**config.mk**
```make
export PLATFORM = sky130hd
export DESIGN_NAME = commit_collector_flat
export DESIGN_NICKNAME = d
export VERILOG_FILES = /design/src/rtl/commit_collector_pkg.sv /design/src/rtl/commit_collector_if.sv /design/src/rtl/commit_collector_wb_skid_fifo.sv /design/src/rtl/commit_collector.sv /design/src/flat_wrapper.sv
export SDC_FILE = /design/constraint.sdc
export NUM_CORES = 2
export LEC_CHECK = 0
export ABC_AREA = 1
export CAP_MARGIN = 20
export CORE_MARGIN = 5
export CORE_UTILIZATION = 40
export DETAILED_ROUTE_END_ITERATION = 8
export SYNTH_ARGS = -nofsm -noshare
export SYNTH_HDL_FRONTEND = slang
export SYNTH_HIERARCHICAL = 1
export SYNTH_SLANG_ARGS = --single-unit
export TNS_END_PERCENT = 1
```
**constraint.sdc**
```tcl
create_clock -name clk -period 12.81 [get_ports clk]
set_input_delay 3.2025 -clock clk [delete_from_list [all_inputs] [get_ports clk]]
set_output_delay 3.2025 -clock clk [all_outputs]
set_load 0.02 [all_outputs]
```
**src/rtl/commit_collector_pkg.sv**
```systemverilog
// commit_collector_pkg: shared types and defaults for the commit collector.
// Holds the execute-to-commit result bus, the exception sub-record and the
// default source/port counts used by the collector and its interface.
package commit_collector_pkg;

    localparam int COMMIT_N_SRC    = 4;
    localparam int COMMIT_WB_PORTS = 2;

    typedef enum logic [4:0] {
        EXC_INT  = 5'h00,
        EXC_ADEL = 5'h04,
        EXC_ADES = 5'h05,
        EXC_SYS  = 5'h08,
        EXC_BP   = 5'h09,
        EXC_RI   = 5'h0a,
        EXC_OV   = 5'h0c
    } exccode_e;

    typedef struct packed {
        logic        ex;
        exccode_e    exccode;
        logic [31:0] badvaddr;
    } exception_t;

    typedef struct packed {
        logic [5:0]  rob_entry_num;
        logic [31:0] pc;
        logic [31:0] result;
        logic [4:0]  dest;
        logic        dest_we;
        exception_t  exception;
    } execute_to_commit_bus_t;

endpackage

```
**src/rtl/commit_collector_if.sv**
```systemverilog
// commit_collector_if: execute-side handshake and ROB completion ports.
// ex_valid/ex_bus/cs_allowin form the per-source handshake; rob_wb_valid and
// rob_wb_bus are the completion write ports. The collector uses the slave
// modport, the execute/ROB environment uses the master modport.
interface commit_collector_if
    import commit_collector_pkg::*;
#(
    parameter int N_SRC    = COMMIT_N_SRC,
    parameter int WB_PORTS = COMMIT_WB_PORTS
) ();

    logic [N_SRC-1:0]       ex_valid;
    execute_to_commit_bus_t ex_bus [N_SRC];
    logic [N_SRC-1:0]       cs_allowin;
    logic [WB_PORTS-1:0]    rob_wb_valid;
    execute_to_commit_bus_t rob_wb_bus [WB_PORTS];

    modport master (
        output ex_valid, ex_bus,
        input  cs_allowin, rob_wb_valid, rob_wb_bus
    );

    modport slave (
        input  ex_valid, ex_bus,
        output cs_allowin, rob_wb_valid, rob_wb_bus
    );

endinterface

```
**src/rtl/commit_collector_wb_skid_fifo.sv**
```systemverilog
// wb_skid_fifo: 2-entry result FIFO for one execute source.
// Ports: clk, resetn (async active-low), i_flush (sync clear), i_push/i_data
// (enqueue), i_pop (dequeue), o_head/o_head_valid (current head), o_full
// (both entries occupied, drives the source's allowin low).
module wb_skid_fifo
    import commit_collector_pkg::*;
(
    input  logic                   clk,
    input  logic                   resetn,
    input  logic                   i_flush,
    input  logic                   i_push,
    input  logic                   i_pop,
    input  execute_to_commit_bus_t i_data,
    output execute_to_commit_bus_t o_head,
    output logic                   o_head_valid,
    output logic                   o_full
);

    execute_to_commit_bus_t r_mem [2];
    logic                   r_wp;
    logic                   r_rp;
    logic [1:0]             r_cnt;
    logic                   w_push;
    logic                   w_pop;

    // Self-protecting: never overwrite a full FIFO or pop an empty one.
    assign w_push       = i_push & ~o_full;
    assign w_pop        = i_pop & o_head_valid;
    assign o_head       = r_mem[r_rp];
    assign o_head_valid = r_cnt != 2'd0;
    assign o_full       = r_cnt == 2'd2;

    always_ff @(posedge clk or negedge resetn) begin
        if (!resetn) begin
            r_mem[0] <= '0;
            r_mem[1] <= '0;
            r_wp     <= 1'b0;
            r_rp     <= 1'b0;
            r_cnt    <= 2'd0;
        end else if (i_flush) begin
            r_wp     <= 1'b0;
            r_rp     <= 1'b0;
            r_cnt    <= 2'd0;
        end else begin
            if (w_push) begin
                r_mem[r_wp] <= i_data;
                r_wp        <= ~r_wp;
            end
            if (w_pop)
                r_rp <= ~r_rp;
            r_cnt <= r_cnt + {1'b0, w_push} - {1'b0, w_pop};
        end
    end

endmodule

```
**src/rtl/commit_collector.sv**
```systemverilog
// commit_collector: buffers execute-unit results and writes up to WB_PORTS
// of them per cycle into the ROB, round-robin across sources.
// Ports: clk, resetn (async active-low), flush (sync, drops everything),
// bus (slave modport): ex_valid/ex_bus in, cs_allowin out per source;
// rob_wb_valid/rob_wb_bus out per completion port.
module commit_collector
    import commit_collector_pkg::*;
#(
    parameter int N_SRC    = COMMIT_N_SRC,
    parameter int WB_PORTS = COMMIT_WB_PORTS
) (
    input  logic              clk,
    input  logic              resetn,
    input  logic              flush,
    commit_collector_if.slave bus
);

    localparam int          PW = $clog2(N_SRC);
    localparam logic [PW:0] NS = (PW+1)'(N_SRC);

    logic [N_SRC-1:0]       w_push;
    logic [N_SRC-1:0]       w_pop;
    logic [N_SRC-1:0]       w_head_valid;
    logic [N_SRC-1:0]       w_full;
    logic [N_SRC-1:0]       w_taken;
    execute_to_commit_bus_t w_head [N_SRC];
    logic [PW-1:0]          r_rr_ptr;
    logic [PW-1:0]          w_ptr_nxt;
    logic [WB_PORTS-1:0]    w_gnt_vld;
    logic [PW-1:0]          w_gnt_idx [WB_PORTS];

    // allowin comes straight from the FIFO count register, so a full FIFO
    // granted this cycle still refuses input until the next cycle.
    assign bus.cs_allowin   = ~w_full;
    assign w_push           = bus.ex_valid & ~w_full & {N_SRC{~flush}};
    assign w_pop            = w_taken & {N_SRC{~flush}};
    assign bus.rob_wb_valid = w_gnt_vld & {WB_PORTS{~flush}};

    // Each port takes the first non-empty source, scanning from r_rr_ptr,
    // that an earlier port has not already taken. The pointer follows the
    // last port that received a grant.
    always_comb begin
        logic [PW:0]   v_sum;
        logic [PW-1:0] v_idx;
        v_sum     = '0;
        v_idx     = '0;
        w_taken   = '0;
        w_gnt_vld = '0;
        w_ptr_nxt = r_rr_ptr;
        for (int p = 0; p < WB_PORTS; p++)
            w_gnt_idx[p] = '0;
        for (int p = 0; p < WB_PORTS; p++)
            for (int k = 0; k < N_SRC; k++) begin
                v_sum = {1'b0, r_rr_ptr} + (PW+1)'(k);
                v_idx = PW'(v_sum >= NS ? v_sum - NS : v_sum);
                if (!w_gnt_vld[p] && w_head_valid[v_idx] && !w_taken[v_idx]) begin
                    w_gnt_vld[p]   = 1'b1;
                    w_gnt_idx[p]   = v_idx;
                    w_taken[v_idx] = 1'b1;
                    w_ptr_nxt      = (32'(v_idx) == N_SRC - 1) ? '0 : v_idx + 1'b1;
                end
            end
    end

    always_ff @(posedge clk or negedge resetn) begin
        if (!resetn)
            r_rr_ptr <= '0;
        else if (flush)
            r_rr_ptr <= '0;
        else
            r_rr_ptr <= w_ptr_nxt;
    end

    for (genvar s = 0; s < N_SRC; s++) begin : g_src
        wb_skid_fifo u_fifo (
            .clk          (clk),
            .resetn       (resetn),
            .i_flush      (flush),
            .i_push       (w_push[s]),
            .i_pop        (w_pop[s]),
            .i_data       (bus.ex_bus[s]),
            .o_head       (w_head[s]),
            .o_head_valid (w_head_valid[s]),
            .o_full       (w_full[s])
        );
    end

    for (genvar p = 0; p < WB_PORTS; p++) begin : g_port
        assign bus.rob_wb_bus[p] = w_gnt_vld[p] ? w_head[w_gnt_idx[p]] : '0;
    end

endmodule

```
**src/flat_wrapper.sv**
```systemverilog
// flat-port wrapper written by rule: the top's interface ports become plain ports
module commit_collector_flat import commit_collector_pkg::*;
#(
    parameter int N_SRC    = COMMIT_N_SRC,
    parameter int WB_PORTS = COMMIT_WB_PORTS
)
  (clk, resetn, flush, bus_ex_valid, bus_ex_bus, bus_cs_allowin, bus_rob_wb_valid, bus_rob_wb_bus);
  commit_collector_if #(.N_SRC(N_SRC), .WB_PORTS(WB_PORTS)) bus_i ();
  input  logic clk;
  input  logic resetn;
  input  logic flush;
  input wire logic [$bits(bus_i.ex_valid)-1:0] bus_ex_valid;
  input wire logic [$bits(bus_i.ex_bus)-1:0] bus_ex_bus;
  output wire logic [$bits(bus_i.cs_allowin)-1:0] bus_cs_allowin;
  output wire logic [$bits(bus_i.rob_wb_valid)-1:0] bus_rob_wb_valid;
  output wire logic [$bits(bus_i.rob_wb_bus)-1:0] bus_rob_wb_bus;
  assign bus_i.ex_valid = bus_ex_valid;
  assign bus_i.ex_bus = {>>{bus_ex_bus}};
  assign bus_cs_allowin = bus_i.cs_allowin;
  assign bus_rob_wb_valid = bus_i.rob_wb_valid;
  assign bus_rob_wb_bus = {>>{bus_i.rob_wb_bus}};
  commit_collector #(.N_SRC(N_SRC), .WB_PORTS(WB_PORTS)) u_core (.clk(clk), .resetn(resetn), .flush(flush), .bus(bus_i));
endmodule
```
**Yosys cells after proc, flatten, opt, wreduce, memory -nomap -nowiden**

Index checks and enable logic that the tools add are counted.

- Add/subtract/negate cells: 19
- Magnitude comparators: 26
- Equality and inequality tests: 8
- Multiplexer cells: 125
- Bitwise logic cells: 43
- Reductions and logical operators: 53

Operators by type and width:

| operator | count |
|---|---|
| 114-bit two-way mux | 22 |
| 228-bit bitwise mux | 4 |
| 114-bit binary-select mux with 2-bit select | 2 |
| 114-bit demux with 1-bit select | 4 |
| 2-bit two-way mux | 29 |
| 1-bit two-way mux | 40 |
| 4-bit two-way mux | 8 |
| 4-bit OR | 7 |
| 1-bit binary-select mux with 2-bit select | 12 |
| 2-bit nonzero test | 12 |
| 1-bit logical AND | 22 |
| 2-bit == test, second input constant | 8 |
| 2-bit >= comparator, second input constant | 8 |
| 1-bit inverter with 2-bit output | 8 |
| 3-bit >= comparator, second input constant | 5 |
| 1-bit logical NOT | 14 |
| 1-bit inverter | 13 |
| 4-bit AND | 3 |
| 2-bit by 3-bit less-than comparator with 1-bit output, second input constant | 4 |
| 9-bit nonzero test | 1 |
| 2-bit by 1-bit adder with 2-bit output | 4 |
| 2-bit by 1-bit adder with 2-bit output, second input constant | 4 |
| 1-bit AND | 8 |
| 1-bit demux with 2-bit select | 4 |
| other kinds (11) | 28 |

- Flip-flop bits (word level): 930
- Input bits: 463
- Output and inout port bits: 234
- Logic and storage cells: 351

**Logic depth before layout (Yosys ltp)**

- Depth after elaboration: 47
- Gate-level depth with buffers: 34
- Depth with buffers taken out: 33

**Hierarchy**

Netlist, hierarchy kept.

Modules (own cells, without submodules):

| module | instances | cells an instance | area each (µm²) | seq. area each (µm²) |
|---|---|---|---|---|
| wb_skid_fifo | 4 | 1415 | 10915.5 | 5805.6 |
| commit_collector | 1 | 2121 | 9810.7 | 50.0 |

**Worst setup path after synthesis**

Ideal clock, no wire load.

- Path kind: register -> output
- Start: reg u_core.r_rr_ptr[0]
- End: out bus_rob_wb_bus[113]
- Arrival time: 4.183 ns
- Setup slack: 5.425 ns
- Stages on the path, launching flop included: 33
- Path through: dfrtp_1 -> inv_1 -> buf_1 -> ha_1 -> buf_2 -> inv_2 -> nand2_1 -> nand2_2 -> nor2_8 -> nand2_4 -> inv_2 -> nand2_1 -> nand3_1 -> nand2_1 -> nand2_1 -> a21oi_4 -> nand4_1 -> nand3_1 -> nand3_2 -> nand4_1 -> nand2_1 -> nand2_1 -> nand2_1 -> nor2_4 -> nand3_4 -> nand2_2 -> buf_6 -> buf_8 -> buf_6 -> nand2_1 -> nand3_1 -> nand2_1 -> nor2_1

- Cells in the longest elaborated chain, start to end: 47
- Elaborated cells between the ends (all ways): 116
- Those cells by class: add/sub (7); order compare (12); mux (58); bitwise (7); reduce/logical (32)

RTL lines:

| element | line | text |
|---|---|---|
| start, declared | commit_collector.sv:27 | `logic [PW-1:0] r_rr_ptr;` |
| start signal, assigned | commit_collector.sv:71 | `r_rr_ptr <= w_ptr_nxt;` |
| 2-bit by 3-bit >= comparator with 1-bit output or 2-bit by 1-bit subtractor with 2-bit output (tied branches) | commit_collector.sv:55 | `v_idx = PW'(v_sum >= NS ? v_sum - NS : v_sum);` |
| 2-bit two-way mux | commit_collector.sv:55 |  |
| 2-bit by 3-bit less-than comparator with 1-bit output (not written as such) (tied with other cells) | commit_collector.sv:59 | `w_taken[v_idx] = 1'b1;` |
| 1-bit logical AND (not written as such) or 1-bit two-way mux (tied branches) | commit_collector.sv:59, commit_collector.sv:56 |  |
| 1-bit two-way mux (not written as such) or 1-bit logical NOT (tied branches) | commit_collector.sv:59, commit_collector.sv:56 |  |
| 1-bit demux with 2-bit select or 1-bit logical AND (tied branches) | -- |  |
| 4-bit two-way mux | commit_collector.sv:56 | `if (!w_gnt_vld[p] && w_head_valid[v_idx] && !w_taken[v_idx]) begin` |
| 1-bit binary-select mux with 2-bit select | commit_collector.sv:56 |  |
| [... 30 more ...] | -- |  |
| 1-bit two-way mux (not written as such) | commit_collector.sv:56 |  |
| 1-bit logical NOT | commit_collector.sv:56 |  |
| 1-bit logical AND | commit_collector.sv:56 |  |
| 2-bit two-way mux | commit_collector.sv:56 |  |
| 2-bit inverter with 3-bit output (not written as such) | commit_collector.sv:89 | `assign bus.rob_wb_bus[p] = w_gnt_vld[p] ? w_head[w_gnt_idx[p]] : '0;` |
| 114-bit binary-select mux with 2-bit select | commit_collector.sv:89 |  |
| 114-bit two-way mux (not written as such) (2 in series) | commit_collector.sv:89 |  |
| 114-bit two-way mux (*) | commit_collector.sv:89 |  |
| end, declared | flat_wrapper.sv:16 | `output wire logic [$bits(bus_i.rob_wb_bus)-1:0] bus_rob_wb_bus;` |

Mark *: on every way between the ends. The rest lies on a longest branch, timed or not. The select of a mux whose other input is x is not followed.

**Worst setup path in the final report**

- Start: reg u_core.r_rr_ptr[1]
- End: out bus_rob_wb_bus[46]

Same word-level chain as after synthesis.

==> flow_summary.json <==
{
  "status": "finished, final reports clean",
  "cp_common_cell": "nand2_1",
  "startpoint_type": "flip-flop",
  "numPortBuffers": 696,
  "syn2layout_area_growth_pct": 20.3,
  "crit_slowest_cell": "nand2_8",
  "synth_top_area_cell": "dfrtp_1",
  "cp_max_fo": 99,
  "syn_inst": 7781,
  "syn_area_um2": 53500,
  "clk_pin_slew_ns": 0.06,
  "routedWlPerCell_um": 27.2,
  "cp-end-kind": "primary output",
  "yosys_warnings": 6,
  "vias": 58000,
  "grt_busiest_layer": "met1",
  "rows": 134,
  "synth_area_leaders": "dfrtp_1 (44%), nand2_1 (25%), nand4_1 (11%)",
  "synth_cell_types": 37,
  "yosysMostFrequentCell": "nand2_1",
  "fmax_mhz": 92.3,
  "hold_viol": 0,
  "cts_root_buf": "clkbuf_16",
  "grt_use_met1": 0.532,
  "final_nets": 8464,
  "period_share": 0.845,
  "grt_pass1_vias": 51500,
  "postCtsSetupBuffers": 0,
  "met3_usage": 0.101,
  "fin_setup_tns_ns": 0,
  "slowest_delay_ns": 0.73,
  "die_area_um2": 141000,
  "synth_top_family_by_area": "simple AND/OR/NAND/NOR gates",
  "synth_top_area_frac": 0.435,
  "die_w_um": 376,
  "ant_nets": 0,
  "cts_sinks": 930,
  "clock_path_buffers": 3,
  "finalMaxSlewViolations": 0,
  "synth_compound_area_frac": 0.0631,
  "synth_edf_count": 0,
  "fin_crit_ns": 10.83,
  "relSlewSlack": 0.219,
  "vias_per_cell": 5.88,
  "max-cap-violations": 0,
  "synthesis.nets": 8258,
  "hp-class": "flip-flop to flip-flop",
  "cp.arrival_ns": 7.63,
  "rsz0062_at_grt": "false",
  "overflow": 0,
  "core_um2": 133000,
  "grt_pass1_wl_um": 381000,
  "synthArstFlopShare": 1.00,
  "io_pins": 697,
  "cts_resized": 0,
  "cts_hold_buf": 0,
  "synth-seq-cells": 930,
  "wl_um": 269000,
  "syn_area_per_cell_um2": 6.87,
  "htreeDepth": 3,
  "initial_core_util": 0.402,
  "dp_hpwl_um": 187000,
  "critPathRequiredTime_ns": 9.61,
  "synthFlopType": "dfrtp_1",
  "first_pass_iters": 6,
  "skew_ns": 0.0551,
  "drtIter0Drc": 8626,
  "synth_xor_xnor_area_share": 0,
  "muxShareOfSynthArea": 0,
  "fp.dieH_um": 376,
  "yosys.area_share.simple": 0.422,
  "worst_pin_slew_ns": 1.17,
  "antenna_found_initial": 53,
  "drive_gt1_frac": 0.0409,
  "critical_path_class": "flip-flop to primary output",
  "grtUsageMet2": 0.500,
  "place_congestion": 0.969,
  "clkLatencyLatePin_ns": 0.71,
  "grt_max_degree": 190,
  "grt_util_all_layers": 0.365,
  "setup_viol": 0,
  "yosysSeqAreaShare": 0.435,
  "synthAdderAreaFrac": 0.00328,
  "whs_ns": 0.468,
  "synth_commonest_cells": "nand2_1 (3632), nand4_1 (932), dfrtp_1 (930)",
  "cts_tree": "done",
  "drc": 0,
  "cts_buffers": 105
}
[registers in the layout (all words and copies together), names as in the netlist]
signal                     flops
u_core/g_src.u_fifo/r_cnt      8
u_core/g_src.u_fifo/r_mem    912
u_core/g_src.u_fifo/r_rp       4
u_core/g_src.u_fifo/r_wp       4
u_core/r_rr_ptr                2
[cells in the final DEF, fill, tap and decap left out, types with 2 or more instances in the layout]
cell type        count
dfrtp_4              4
nand2_1           3630
nand2_8              5
bufinv_16            4
clkinv_16            3
nand2_4              5
nand3_4             11
o211ai_1             4
clkinv_8             3
o311ai_0             2
nand2_2              3
a31oi_1              3
nor2_1             358
inv_4                7
a21oi_2              2
clkdlybuf4s50_1    694
clkbuf_16          105
a21boi_2             2
nand3_2              6
a21oi_1            236
clkbuf_8            27
a211oi_1           112
inv_2                9
ha_1                14
buf_12               8
nor2_4              16
diode_2             36
nand3_1            262
o21ai_1             30
clkinv_2            18
inv_1              300
o21ai_0            206
nand4_1            932
dfrtp_1            926
buf_4               80
clkbuf_1            25
[worst paths after layout]
kind	cells after the start	to	from	slack (ns)
min in group asynchronous	1	u_core/g_src[2].u_fifo/r_mem[130]$_DFFE_PN0P_	resetn	2.56
hold / removal	2	u_core/g_src[1].u_fifo/r_mem[29]$_DFFE_PN0P_	u_core/g_src[1].u_fifo/r_mem[29]$_DFFE_PN0P_	0.47
max in group asynchronous	3	u_core/g_src[3].u_fifo/r_rp$_DFFE_PN0P_	resetn	7.81
setup reg to reg	31	u_core/g_src[2].u_fifo/r_cnt[1]$_DFF_PN0_	u_core/r_rr_ptr[1]$_DFFE_PN0P_	7.26
setup / recovery	27	bus_rob_wb_bus[46]	u_core/r_rr_ptr[1]$_DFFE_PN0P_	1.98
hold reg to reg	2	u_core/g_src[1].u_fifo/r_mem[29]$_DFFE_PN0P_	u_core/g_src[1].u_fifo/r_mem[29]$_DFFE_PN0P_	0.47
[cell families (layout without fill, tap and decap cells)]
group,Yosys count,count (layout)
AO/OA/AOI/OAI,604,604
adder cells (fa/ha/maj),14,14
AND/OR/NAND/NOR,5231,5231
buffers and inverters,1002,1289
other,0,36
flip-flops,930,930
[worst max-delay path, delay by kind of cell, from the launching register on]
kind / cells / cell delay (ns)
and+or+nand+nor: 19 / 3.62
buffers and inverters: 5 / 1.66
DFF: 1 / 0.67
adders and majority gates: 1 / 0.48
AOI/OAI and AO/OA: 2 / 0.33
[layout make-up]
type | count | area, µm²
fill | 13500 | 68800
antenna | 36 | 90.1
timing repair buffer | 785 | 7750
multi-input combinational | 5849 | 26300
clock buffer | 157 | 3090
clock inverter | 31 | 385
tap | 1768 | 2210
inverter | 316 | 1200
sequential | 930 | 23300
[per-layer routing]
| metal | share of wire | up-vias | routed length, µm |
|---|---|---|---|
| li1 | - | 26000 | - |
| met1 | 0.42 | 28200 | 113000 |
| met2 | 0.41 | 3372 | 109000 |
| met3 | 0.12 | 462 | 32500 |
| met4 | 0.051 | 16 | 13800 |
| met5 | 0.00038 | - | 102 |
[metrics by stage]
stage,cell area [µm²],util,std cells,setup slack [ns]
final,64300,0.483,9872,1.98
after global routing,64300,0.483,9852,1.58
after CTS,64200,0.482,9835,2.02
after detailed placement,60700,0.456,9647,2.75
after global placement,60700,0.456,9647,2.74
after floorplan,53500,-,7781,5.42
Power is left out: the tool's default activity adds up to more than one toggle a clock period on the data nets, which glitch-free logic cannot reach.
